## config.mk

```make
export PLATFORM = sky130hd
export DESIGN_NAME = core2_arbiter_flat
export DESIGN_NICKNAME = d
export VERILOG_FILES = /design/src/rtl/core2_arbiter_if.sv /design/src/rtl/core2_arbiter.sv /design/src/flat_wrapper.sv
export SDC_FILE = /design/constraint.sdc
export NUM_CORES = 1
export LEC_CHECK = 0
export ABC_AREA = 0
export CORE_AREA = 10 10 493 495
export CTS_BUF_LIST = sky130_fd_sc_hd__clkbuf_2
export DETAILED_ROUTE_END_ITERATION = 8
export DIE_AREA = 0 0 503 505
export SLEW_MARGIN = 20
export SYNTH_ARGS = -nofsm -noshare
export SYNTH_HDL_FRONTEND = slang
export SYNTH_SLANG_ARGS = --single-unit
```

## constraint.sdc

```tcl
create_clock -name clk -period 2 [get_ports clk]
set_input_delay 0.5 -clock clk [delete_from_list [all_inputs] [get_ports clk]]
set_output_delay 0.5 -clock clk [all_outputs]
set_load 0.01 [all_outputs]
```

## src/rtl/core2_arbiter_if.sv

```systemverilog
// Bundles the core2_arbiter buses: both requester channels, the Core2
// issue/result channel, the response channel and the busy flag.
// slave  : the arbiter side.
// master : the environment side (requesters, Core2 and response consumer).
interface core2_arbiter_if #(
    parameter int DATA_W = 128
);
    logic                  req0_valid;
    logic                  req0_ready;
    logic [2:0]            req0_cmd;
    logic [DATA_W-1:0]     req0_a;
    logic [DATA_W-1:0]     req0_b;

    logic                  req1_valid;
    logic                  req1_ready;
    logic [2:0]            req1_cmd;
    logic [DATA_W-1:0]     req1_a;
    logic [DATA_W-1:0]     req1_b;

    logic                  core_start;
    logic [2:0]            core_sel;
    logic [DATA_W-1:0]     core_a;
    logic [DATA_W-1:0]     core_b;
    logic                  core_done;
    logic [2*DATA_W-1:0]   core_result;

    logic                  rsp_valid;
    logic                  rsp_ready;
    logic                  rsp_id;
    logic [2*DATA_W-1:0]   rsp_data;
    logic                  rsp_err;
    logic                  busy;

    modport slave (
        input  req0_valid, req0_cmd, req0_a, req0_b,
        output req0_ready,
        input  req1_valid, req1_cmd, req1_a, req1_b,
        output req1_ready,
        output core_start, core_sel, core_a, core_b,
        input  core_done, core_result,
        output rsp_valid, rsp_id, rsp_data, rsp_err,
        input  rsp_ready,
        output busy
    );

    modport master (
        output req0_valid, req0_cmd, req0_a, req0_b,
        input  req0_ready,
        output req1_valid, req1_cmd, req1_a, req1_b,
        input  req1_ready,
        input  core_start, core_sel, core_a, core_b,
        output core_done, core_result,
        input  rsp_valid, rsp_id, rsp_data, rsp_err,
        output rsp_ready,
        input  busy
    );
endinterface

```

## src/rtl/core2_arbiter.sv

```systemverilog
// core2_arbiter: round-robin arbiter/sequencer sharing one Core2 field
// arithmetic unit between two requesters. One operation in flight at a time:
// IDLE (accept) -> ISSUE (start pulse) -> WAIT (Core2 done) -> RESP (handshake).
// Optional watchdog on the WAIT state: define CORE2_ARB_TIMEOUT_EN to enable it;
// without it WAIT lasts until core_done and rsp_err is always 0.
module core2_arbiter #(
    parameter int DATA_W  = 128,
    parameter int TIMEOUT = 1024
) (
    input  logic           clk,
    input  logic           rst,
    core2_arbiter_if.slave bus
);

    typedef enum logic [1:0] {
        IDLE  = 2'd0,
        ISSUE = 2'd1,
        WAIT  = 2'd2,
        RESP  = 2'd3
    } state_t;

    state_t state;
    state_t state_next;
    logic   last_grant;
    logic   grant;
    logic   accept;
    logic   timed_out;

    // Pick the requester for this cycle and decode the ready strobes
    always_comb begin
        grant = 1'b0;
        if (bus.req0_valid && bus.req1_valid) begin
            grant = ~last_grant;
        end else if (bus.req1_valid) begin
            grant = 1'b1;
        end else begin
            grant = 1'b0;
        end
        bus.req0_ready = (state == IDLE) && !grant && bus.req0_valid;
        bus.req1_ready = (state == IDLE) &&  grant && bus.req1_valid;
        accept         = bus.req0_ready || bus.req1_ready;
    end

`ifdef CORE2_ARB_TIMEOUT_EN
    localparam int CNT_W = $clog2(TIMEOUT + 1);
    logic [CNT_W-1:0] wait_cnt;

    // Watchdog counter: zero on the first WAIT cycle, +1 every WAIT cycle
    always_ff @(posedge clk) begin
        if (rst) begin
            wait_cnt <= '0;
        end else if (state == ISSUE) begin
            wait_cnt <= '0;
        end else if (state == WAIT) begin
            wait_cnt <= wait_cnt + CNT_W'(1);
        end
    end

    // Fires on the TIMEOUT-th WAIT cycle; core_done in that cycle still wins
    always_comb begin
        timed_out = (state == WAIT) && (wait_cnt == CNT_W'(TIMEOUT - 1));
    end
`else
    // No watchdog: WAIT only ends on core_done
    always_comb begin
        timed_out = 1'b0;
    end
`endif

    // Next-state decode
    always_comb begin
        state_next = state;
        case (state)
            IDLE: begin
                if (accept) state_next = ISSUE;
                else        state_next = IDLE;
            end
            ISSUE: begin
                state_next = WAIT;
            end
            WAIT: begin
                if (bus.core_done || timed_out) state_next = RESP;
                else                            state_next = WAIT;
            end
            RESP: begin
                if (bus.rsp_ready) state_next = IDLE;
                else               state_next = RESP;
            end
            default: begin
                state_next = IDLE;
            end
        endcase
    end

    // State register; control outputs are registered copies of the next-state decode
    always_ff @(posedge clk) begin
        if (rst) begin
            state          <= IDLE;
            bus.core_start <= 1'b0;
            bus.rsp_valid  <= 1'b0;
            bus.busy       <= 1'b0;
        end else begin
            state          <= state_next;
            bus.core_start <= (state_next == ISSUE);
            bus.rsp_valid  <= (state_next == RESP);
            bus.busy       <= (state_next != IDLE);
        end
    end

    // Latch the granted payload and owner, and remember who won for the next tie
    always_ff @(posedge clk) begin
        if (rst) begin
            last_grant   <= 1'b1;
            bus.core_sel <= 3'd0;
            bus.core_a   <= '0;
            bus.core_b   <= '0;
            bus.rsp_id   <= 1'b0;
        end else if (accept) begin
            if (grant) begin
                bus.core_sel <= bus.req1_cmd;
                bus.core_a   <= bus.req1_a;
                bus.core_b   <= bus.req1_b;
            end else begin
                bus.core_sel <= bus.req0_cmd;
                bus.core_a   <= bus.req0_a;
                bus.core_b   <= bus.req0_b;
            end
            last_grant <= grant;
            bus.rsp_id <= grant;
        end
    end

    // Capture the Core2 result (or the timeout marker); done outside WAIT is ignored
    always_ff @(posedge clk) begin
        if (rst) begin
            bus.rsp_data <= '0;
            bus.rsp_err  <= 1'b0;
        end else if ((state == WAIT) && bus.core_done) begin
            bus.rsp_data <= bus.core_result;
            bus.rsp_err  <= 1'b0;
        end else if (timed_out) begin
            bus.rsp_data <= '0;
            bus.rsp_err  <= 1'b1;
        end
    end

endmodule

```

## src/flat_wrapper.sv

```systemverilog
// flat-port wrapper written by rule: the top's interface ports become plain ports
module core2_arbiter_flat 
#(
    parameter int DATA_W  = 128,
    parameter int TIMEOUT = 1024
)
  (clk, rst, bus_req0_valid, bus_req0_cmd, bus_req0_a, bus_req0_b, bus_req0_ready, bus_req1_valid, bus_req1_cmd, bus_req1_a, bus_req1_b, bus_req1_ready, bus_core_start, bus_core_sel, bus_core_a, bus_core_b, bus_core_done, bus_core_result, bus_rsp_valid, bus_rsp_id, bus_rsp_data, bus_rsp_err, bus_rsp_ready, bus_busy);
  core2_arbiter_if #(.DATA_W(DATA_W)) bus_i ();
  input  logic clk;
  input  logic rst;
  input wire logic [$bits(bus_i.req0_valid)-1:0] bus_req0_valid;
  input wire logic [$bits(bus_i.req0_cmd)-1:0] bus_req0_cmd;
  input wire logic [$bits(bus_i.req0_a)-1:0] bus_req0_a;
  input wire logic [$bits(bus_i.req0_b)-1:0] bus_req0_b;
  output wire logic [$bits(bus_i.req0_ready)-1:0] bus_req0_ready;
  input wire logic [$bits(bus_i.req1_valid)-1:0] bus_req1_valid;
  input wire logic [$bits(bus_i.req1_cmd)-1:0] bus_req1_cmd;
  input wire logic [$bits(bus_i.req1_a)-1:0] bus_req1_a;
  input wire logic [$bits(bus_i.req1_b)-1:0] bus_req1_b;
  output wire logic [$bits(bus_i.req1_ready)-1:0] bus_req1_ready;
  output wire logic [$bits(bus_i.core_start)-1:0] bus_core_start;
  output wire logic [$bits(bus_i.core_sel)-1:0] bus_core_sel;
  output wire logic [$bits(bus_i.core_a)-1:0] bus_core_a;
  output wire logic [$bits(bus_i.core_b)-1:0] bus_core_b;
  input wire logic [$bits(bus_i.core_done)-1:0] bus_core_done;
  input wire logic [$bits(bus_i.core_result)-1:0] bus_core_result;
  output wire logic [$bits(bus_i.rsp_valid)-1:0] bus_rsp_valid;
  output wire logic [$bits(bus_i.rsp_id)-1:0] bus_rsp_id;
  output wire logic [$bits(bus_i.rsp_data)-1:0] bus_rsp_data;
  output wire logic [$bits(bus_i.rsp_err)-1:0] bus_rsp_err;
  input wire logic [$bits(bus_i.rsp_ready)-1:0] bus_rsp_ready;
  output wire logic [$bits(bus_i.busy)-1:0] bus_busy;
  assign bus_i.req0_valid = bus_req0_valid;
  assign bus_i.req0_cmd = bus_req0_cmd;
  assign bus_i.req0_a = bus_req0_a;
  assign bus_i.req0_b = bus_req0_b;
  assign bus_req0_ready = bus_i.req0_ready;
  assign bus_i.req1_valid = bus_req1_valid;
  assign bus_i.req1_cmd = bus_req1_cmd;
  assign bus_i.req1_a = bus_req1_a;
  assign bus_i.req1_b = bus_req1_b;
  assign bus_req1_ready = bus_i.req1_ready;
  assign bus_core_start = bus_i.core_start;
  assign bus_core_sel = bus_i.core_sel;
  assign bus_core_a = bus_i.core_a;
  assign bus_core_b = bus_i.core_b;
  assign bus_i.core_done = bus_core_done;
  assign bus_i.core_result = bus_core_result;
  assign bus_rsp_valid = bus_i.rsp_valid;
  assign bus_rsp_id = bus_i.rsp_id;
  assign bus_rsp_data = bus_i.rsp_data;
  assign bus_rsp_err = bus_i.rsp_err;
  assign bus_i.rsp_ready = bus_rsp_ready;
  assign bus_busy = bus_i.busy;
  core2_arbiter #(.DATA_W(DATA_W), .TIMEOUT(TIMEOUT)) u_core (.clk(clk), .rst(rst), .bus(bus_i));
endmodule
```

==> results.md, run 1 <==
* Status: did not finish
* Fail Step: 4_1_cts
* Halt Reason: [ERROR RSZ-0060] Max buffer count reached.
* Synthesis Warnings at 0
* Clock sink count at 522
* Mapped Nets at 3393
* Post-Syn Area per Cell at 8.38 um2
* Clk root buf: clkbuf_2
* Max Buffers Root-to-Sink at 3
* Seq/Total Area, Yosys at 47.7%
* Synthesis-stage register bit count at 522
* IO Port Bufs at 1300
* Row count at 177
* Post-CTS resize count at 3539
* Ys flop type: dfxtp_1
* Top Ports at 1302
* Dpl hpwl at 172000 um
* Setup bufs post-CTS at 74
* Num CTS Buffers at 159
* Synthesized cell area at 0.0219 mm2
* EDFF count, synth at 0
* Global placement routability congestion at 0.963
* CTS hold repair buffers at 1443
* Synthesized netlist cell count at 2613
* Die Span X at 503 um
* Unique masters post-synth at 27
* Htree depth at 4
* Die extent in y at 505 um
* Placed cell count at 6855
* Asr flop ratio synth at 0%
* Initial core utilization at 9.43%
==> per-stage QoR <==
step | instance area, um2 | setup slack (ps)
3_5_place_dp | 39200 | -872
3_3_place_gp | 39200 | -815
2_1_floorplan | 21900 | 200
==> cells by family after synthesis <==
group                  count (synthesis)  synth area share [%]
flip-flops                           522                  47.7
AO/OA/AOI/OAI                        782                  28.4
buffers and inverters                262                  5.83
other                                  1                0.0171
AND/OR/NAND/NOR                     1046                  18.0
==> cells in the mapped netlist, drive strengths merged, types with 6 or more instances <==
cell type     n  area [um2]
nand2      1032        3870
a311oi      259        3580
a21oi       517        2590
clkbuf      147         553
nor2          6        22.5
buf         115         724
dfxtp       522       10500
==> run 2, diff against run 1 <==
- CORE_AREA: 10 10 493 495 -> 10 10 501 503
- CTS_BUF_LIST: sky130_fd_sc_hd__clkbuf_2 -> not set
- DIE_AREA: 0 0 503 505 -> 0 0 511 513
- PLACE_DENSITY_LB_ADDON: not set -> 0.15
==> results.md, run 2 <==
* Dpl hpwl at 150000 um
* CTS hold repair buffers at 0
* Antenna Nets Post-Route at 0
* Hold EP: u_core.bus.rsp_data[39]
* Slowest stage delay, CP at 420 ps
* Synthesized netlist cell count at 2613
* Num CTS Buffers at 78
* Status: finished with violations
* Largest cells by area after synthesis: dfxtp_1, nand2_1, a311oi_2
* Worst Slack Setup Final at -258 ps
* Final Util at 17.5%
* Most flops, register: u_core.bus.rsp_data
* Worst hold path class: in2reg
* Commonest non-fill, non-tap cell in the layout: nand2_1
* R2R Setup Slk at 110 ps
* Unique masters post-synth at 27
* Reg2reg start: u_core.last_grant
* CP Class: in2out
* Crit path cell chain: clkdlybuf4s50_1 -> buf_4 -> a21bo_4 -> nor3_4 -> buf_2
* Share of the synthesized area in the top cell type at 47.7%
* Worst-skew pair later-pin latency at 700 ps
* Avg WL per Cell at 25.6 um
* HP Start: rst
* Max Buffers Root-to-Sink at 3
* Clk root buf: clkbuf_16
* Die Span X at 511 um
* Seq/Total Area, Yosys at 47.7%
* Clk_skew at 45.1 ps
* Critical path capture point type: output port
* Clock sink count at 522
* Asr flop ratio synth at 0%
* Total negative slack at -464 ps
* Layout Nets at 4694
* Cells on worst reg2reg path at 7
* Clock-pin slew of the registers on the worst-case setup and hold paths at 50 ps
* Biggest regs: u_core.bus.rsp_data (256), u_core.bus.core_a (128), u_core.bus.core_b (128)
* Final worst-path cycle share at 113%
* Top Ports at 1302
* Register area at 0.0105 mm2
* Slew margin rel. at 60.6%
* Final hold violation count at 0
* Ys flop type: dfxtp_1
* Worst endpoint required time at 1500 ps
* Min Tclk post-route at 2260 ps
* Pwr dens at 840 mW/mm2
* Worst vdd ir at 0.000522 V
* Pin count of the biggest net entering global routing at 41
* Die ar. at 0.262 mm2
* Area leader, netlist: dfxtp_1
* Violated checks: setup timing
* Synthesis-stage register bit count at 522
* Synthesized cell area at 0.0219 mm2
* Layout cells sized above 1 at 16.6%
* Grt ovf at 0
* Worst-Margin Slew at 591 ps
* Pleak at 0.0158 uW
* Post-Syn Area per Cell at 8.38 um2
* Max-slew violations at 0
* DR iter-0 viols at 1143
* Initial antenna violation count at 82
* Fillers at 27100
* Die extent in y at 513 um
* Gr usage total at 13.3%
* Most frequent cells after synthesis: nand2_1, dfxtp_1, a21oi_1, a311oi_2, clkbuf_1
* Post-route DRC at 0
* Fmax at 0.443 GHz
* Pre-antenna DRT Iters at 7
* Worst setup SP type: input pin
* Worst endpoint data arrival time at 1760 ps
* Synthesis Warnings at 0
* Footprint of the multi-input gates at 0.0102 mm2
* Global placement routability congestion at 0.779
* Initial core utilization at 9.11%
* Routed wire length at 184000 um
* Htree depth at 3
* EDFF count, synth at 0
* Mapped Nets at 3393
* Number of global-route vias before repair at 26500
* Most frequent cells in the layout: nand2_1, clkdlybuf4s50_1, a21oi_1, dfxtp_1, dlygate4sd2_1
* IO Port Bufs at 1300
* Total core area at 0.240 mm2
* Global-route wire length before repair at 246000 um
* Max Cap Violations at 0
* Row count at 180
* Hold Path Cell Cnt at 2
* Reg-to-reg endpoint: u_core.bus.core_a[119]
* Final count of negative-setup-slack endpoints at 2
* CP max stage cell: clkdlybuf4s50_1
* CTS tree: yes
* Vias per inst at 3.50
* Max FFs per register at 256
* RSZ-0062 raised after global routing: yes
* Area delta synth->final at 92.4%
* Vias post-DR at 25100
* Most frequent cell after synthesis: nand2_1
* Crit path max fanout at 2
## run 2: cell counts after synthesis
No cell type changed its count.
## run 2: what timing repair did
item                                    4_1_cts  5_1_grt
buffers inserted                              0        3
endpoints found under the setup margin      516       22
pin swaps                                     3        2
gates resized for setup                     861        2
## run 2: worst max-delay path: cells and delay by family
kind	cells	cell delay, ps
compound gates	1	240
buf+inv	3	770
simple gates	1	250
## run 2: metal layers
metal / global-route usage (%) / part of all wire (%) / wire (um)
met2: 24.2 / 51 / 92900
met5: 0 / 0.28 / 517
met1: 13.9 / 37 / 67800
met4: 3.38 / 2.3 / 4230
met3: 6.13 / 10 / 18300
## run 2: where the power goes
part	internal (uW)	switching (uW)	leakage [uW]
logic	4340	4980	0.0103
registers	11400	641	0.00429
clock network	8160	5850	0.00123
## run 2: kinds of logic (layout without fill, tap and decap cells)
kind of cell	Yosys count	after routing	synth area share, %
buffers and inverters	262	1615	5.83
AND/OR/NAND/NOR	1046	1046	18.0
AO/OA/AOI/OAI	782	782	28.4
flip-flops	522	522	47.7
other	1	22	0.0171
## run 2: worst max-delay path by stage
stage	slack, ps	start	to	cells past startpoint
final	-260	bus_req0_valid	bus_req1_ready	5
after global routing	-330	u_core.last_grant	bus_req1_ready	3
after CTS	-430	u_core.last_grant	bus_req1_ready	3
after detailed placement	-1180	bus_req0_valid	bus_req1_ready	6
after global placement	-1190	bus_req0_valid	bus_req1_ready	6
after floorplan	200	bus_req1_valid	bus_req1_ready	4
## run 2: area by class of cell
| cell class | instances | share of cell area, % |
|---|---|---|
| repair buffers | 1483 | 35.3 |
| multi-input cells | 1829 | 24.3 |
| clock buffers | 116 | 5.53 |
| well taps | 3185 | 9.46 |
| diodes | 21 | 0.125 |
| flip-flops and latches | 522 | 24.9 |
| clock inverters | 16 | 0.395 |
## run 2: per-stage QoR
step / instances / power (uW) / worst slack (ps) / cell area [um2] / hold slack, ps
floorplan: 2613 / 16000 / 200 / 21900 / 481
global placement: 7017 / 22400 / -1190 / 39900 / 442
detailed placement: 7017 / 22400 / -1180 / 39900 / 446
CTS: 7148 / 36400 / -430 / 42100 / 217
global route: 7159 / 37200 / -333 / 42100 / 263
finish: 7172 / 35400 / -258 / 42100 / 304
(Power assumes the default switching activity.)
==> run 3, diff against run 2 <==
- CAP_MARGIN: not set -> 20
==> results of run 3 <==
No change in the layout: final DEF, timing and power equal those of run 2.
==> run 4, diff against run 3 <==
- SKIP_LAST_GASP: not set -> 1
==> results.md, run 4 (synthesis results as in run 2) <==
* Pleak at 0.0158 uW
* Post-route DRC at 0
* Clock-pin slew of the registers on the worst-case setup and hold paths at 50 ps
* DR iter-0 viols at 1184
* Routed wire length at 184000 um
* IO Port Bufs at 1300
* Max FFs per register at 256
* Dpl cell area at 0.0399 mm2
* Num CTS Buffers at 78
* Clk root buf: clkbuf_16
* Slew margin rel. at 60.9%
* CP Class: in2out
* Crit path max fanout at 2
* Total core area at 0.240 mm2
* Antenna Nets Post-Route at 0
* Vias post-DR at 25100
* Clock sink count at 522
* GRT busiest layer: met2
* Met2 Use GR at 24.2%
* Grt ovf at 0
* CTS tree: yes
* Avg WL per Cell at 25.6 um
* Grt met1 use at 13.9%
* Pin count of the biggest net entering global routing at 41
* Top Ports at 1302
* Initial core utilization at 9.11%
* Area delta synth->final at 92.4%
* Min Tclk post-route at 2270 ps
* Worst hold path class: in2reg
* Worst-Margin Slew at 586 ps
* Gr usage total at 13.3%
* Layout cells sized above 1 at 16.6%
* Die ar. at 0.262 mm2
* Clk_skew at 45.1 ps
* Max Buffers Root-to-Sink at 3
* Max Cap Violations at 0
* Met3 GRT Util at 6.13%
* Htree depth at 3
* Vias per inst at 3.51
* Worst Slack Setup Final at -266 ps
* Worst-skew pair later-pin latency at 700 ps
* Max-slew violations at 0
* Fillers at 27100
* Finished Cell Area at 0.0421 mm2
* RSZ-0062 raised after global routing: yes
* Critical path capture point type: output port
* Biggest regs: u_core.bus.rsp_data (256), u_core.bus.core_a (128), u_core.bus.core_b (128)
* Global-route wire length before repair at 246000 um
* Number of global-route vias before repair at 26500
* Commonest non-fill, non-tap cell in the layout: nand2_1
* Final hold violation count at 0
* Die Span X at 511 um
* CTS hold repair buffers at 0
* Status: finished with violations
* Row count at 180
* Pre-antenna DRT Iters at 6
* Most flops, register: u_core.bus.rsp_data
* Worst setup SP type: input pin
* Most frequent cells in the layout: nand2_1, clkdlybuf4s50_1, a21oi_1, dfxtp_1, dlygate4sd2_1
* Final count of negative-setup-slack endpoints at 2
* Global placement routability congestion at 0.779
* Die extent in y at 513 um
* Pwr dens at 840 mW/mm2
* Initial antenna violation count at 82
* Fmax at 0.441 GHz
* Dpl hpwl at 150000 um
* Worst vdd ir at 0.000522 V
* Worst endpoint required time at 1500 ps
* Final worst-path cycle share at 113%
* Violated checks: setup timing
* Layout Nets at 4694
* Worst endpoint data arrival time at 1770 ps
* Total Power at 35400 uW
[run 4: worst max-delay path, cell delays in order]
cell and delay [ps]:
clkdlybuf4s50_1 420, buf_4 150, a21bo_4 240, nor3_4 250, buf_2 200
[run 4: path summary, 6_finish.rpt]
kind / start / endpoint / slack [ps] / cells past startpoint
setup / recovery: bus_req0_valid / bus_req1_ready / -270 / 5
hold / removal: rst / u_core.bus.rsp_data[39] / 300 / 2
setup reg to reg: u_core.last_grant / u_core.bus.core_b[6] / 90 / 6
hold reg to reg: u_core.bus.rsp_data[25] / u_core.bus.rsp_data[25] / 450 / 2
[run 4: area by class of cell]
type / count / area (um2) / area share (%)
clock inverter: 16 / 166 / 0.395
sequential: 522 / 10500 / 24.9
clock buffer: 116 / 2330 / 5.53
multi-input combinational: 1829 / 10200 / 24.3
tap: 3185 / 3990 / 9.46
antenna: 21 / 52.6 / 0.125
timing repair buffer: 1483 / 14900 / 35.3
[run 4: through the flow]
stage	hold slack, ps	setup TNS [ps]	instances	setup WS [ps]	util (%)
6_report	303	-483	7172	-266	17.5
5_1_grt	263	-630	7159	-336	17.5
4_1_cts	217	-778	7148	-433	17.5
3_5_place_dp	446	-141270	7017	-1180	16.6
3_3_place_gp	442	-144590	7017	-1190	16.6
2_1_floorplan	481	0	2613	200	-
[run 4: timing repair]
action	CTS	global route
pin swaps	3	2
resized for setup	859	4
buffers inserted	0	3
endpoints found under the setup margin	516	34
[run 4: routing by layer]
metal  up-vias  part of all wire [%]
met5         -                  0.28
met4        84                   2.3
met3       251                    10
met2      1044                    51
met1     12100                    37
li1      11700                     -
[run 4: power breakdown]
group | internal (uW) | leakage (uW) | switching [uW]
clock | 8160 | 0.00123 | 5850
combinational | 4340 | 0.0103 | 4980
sequential | 11400 | 0.00429 | 643
total | 23900 | 0.0158 | 11500
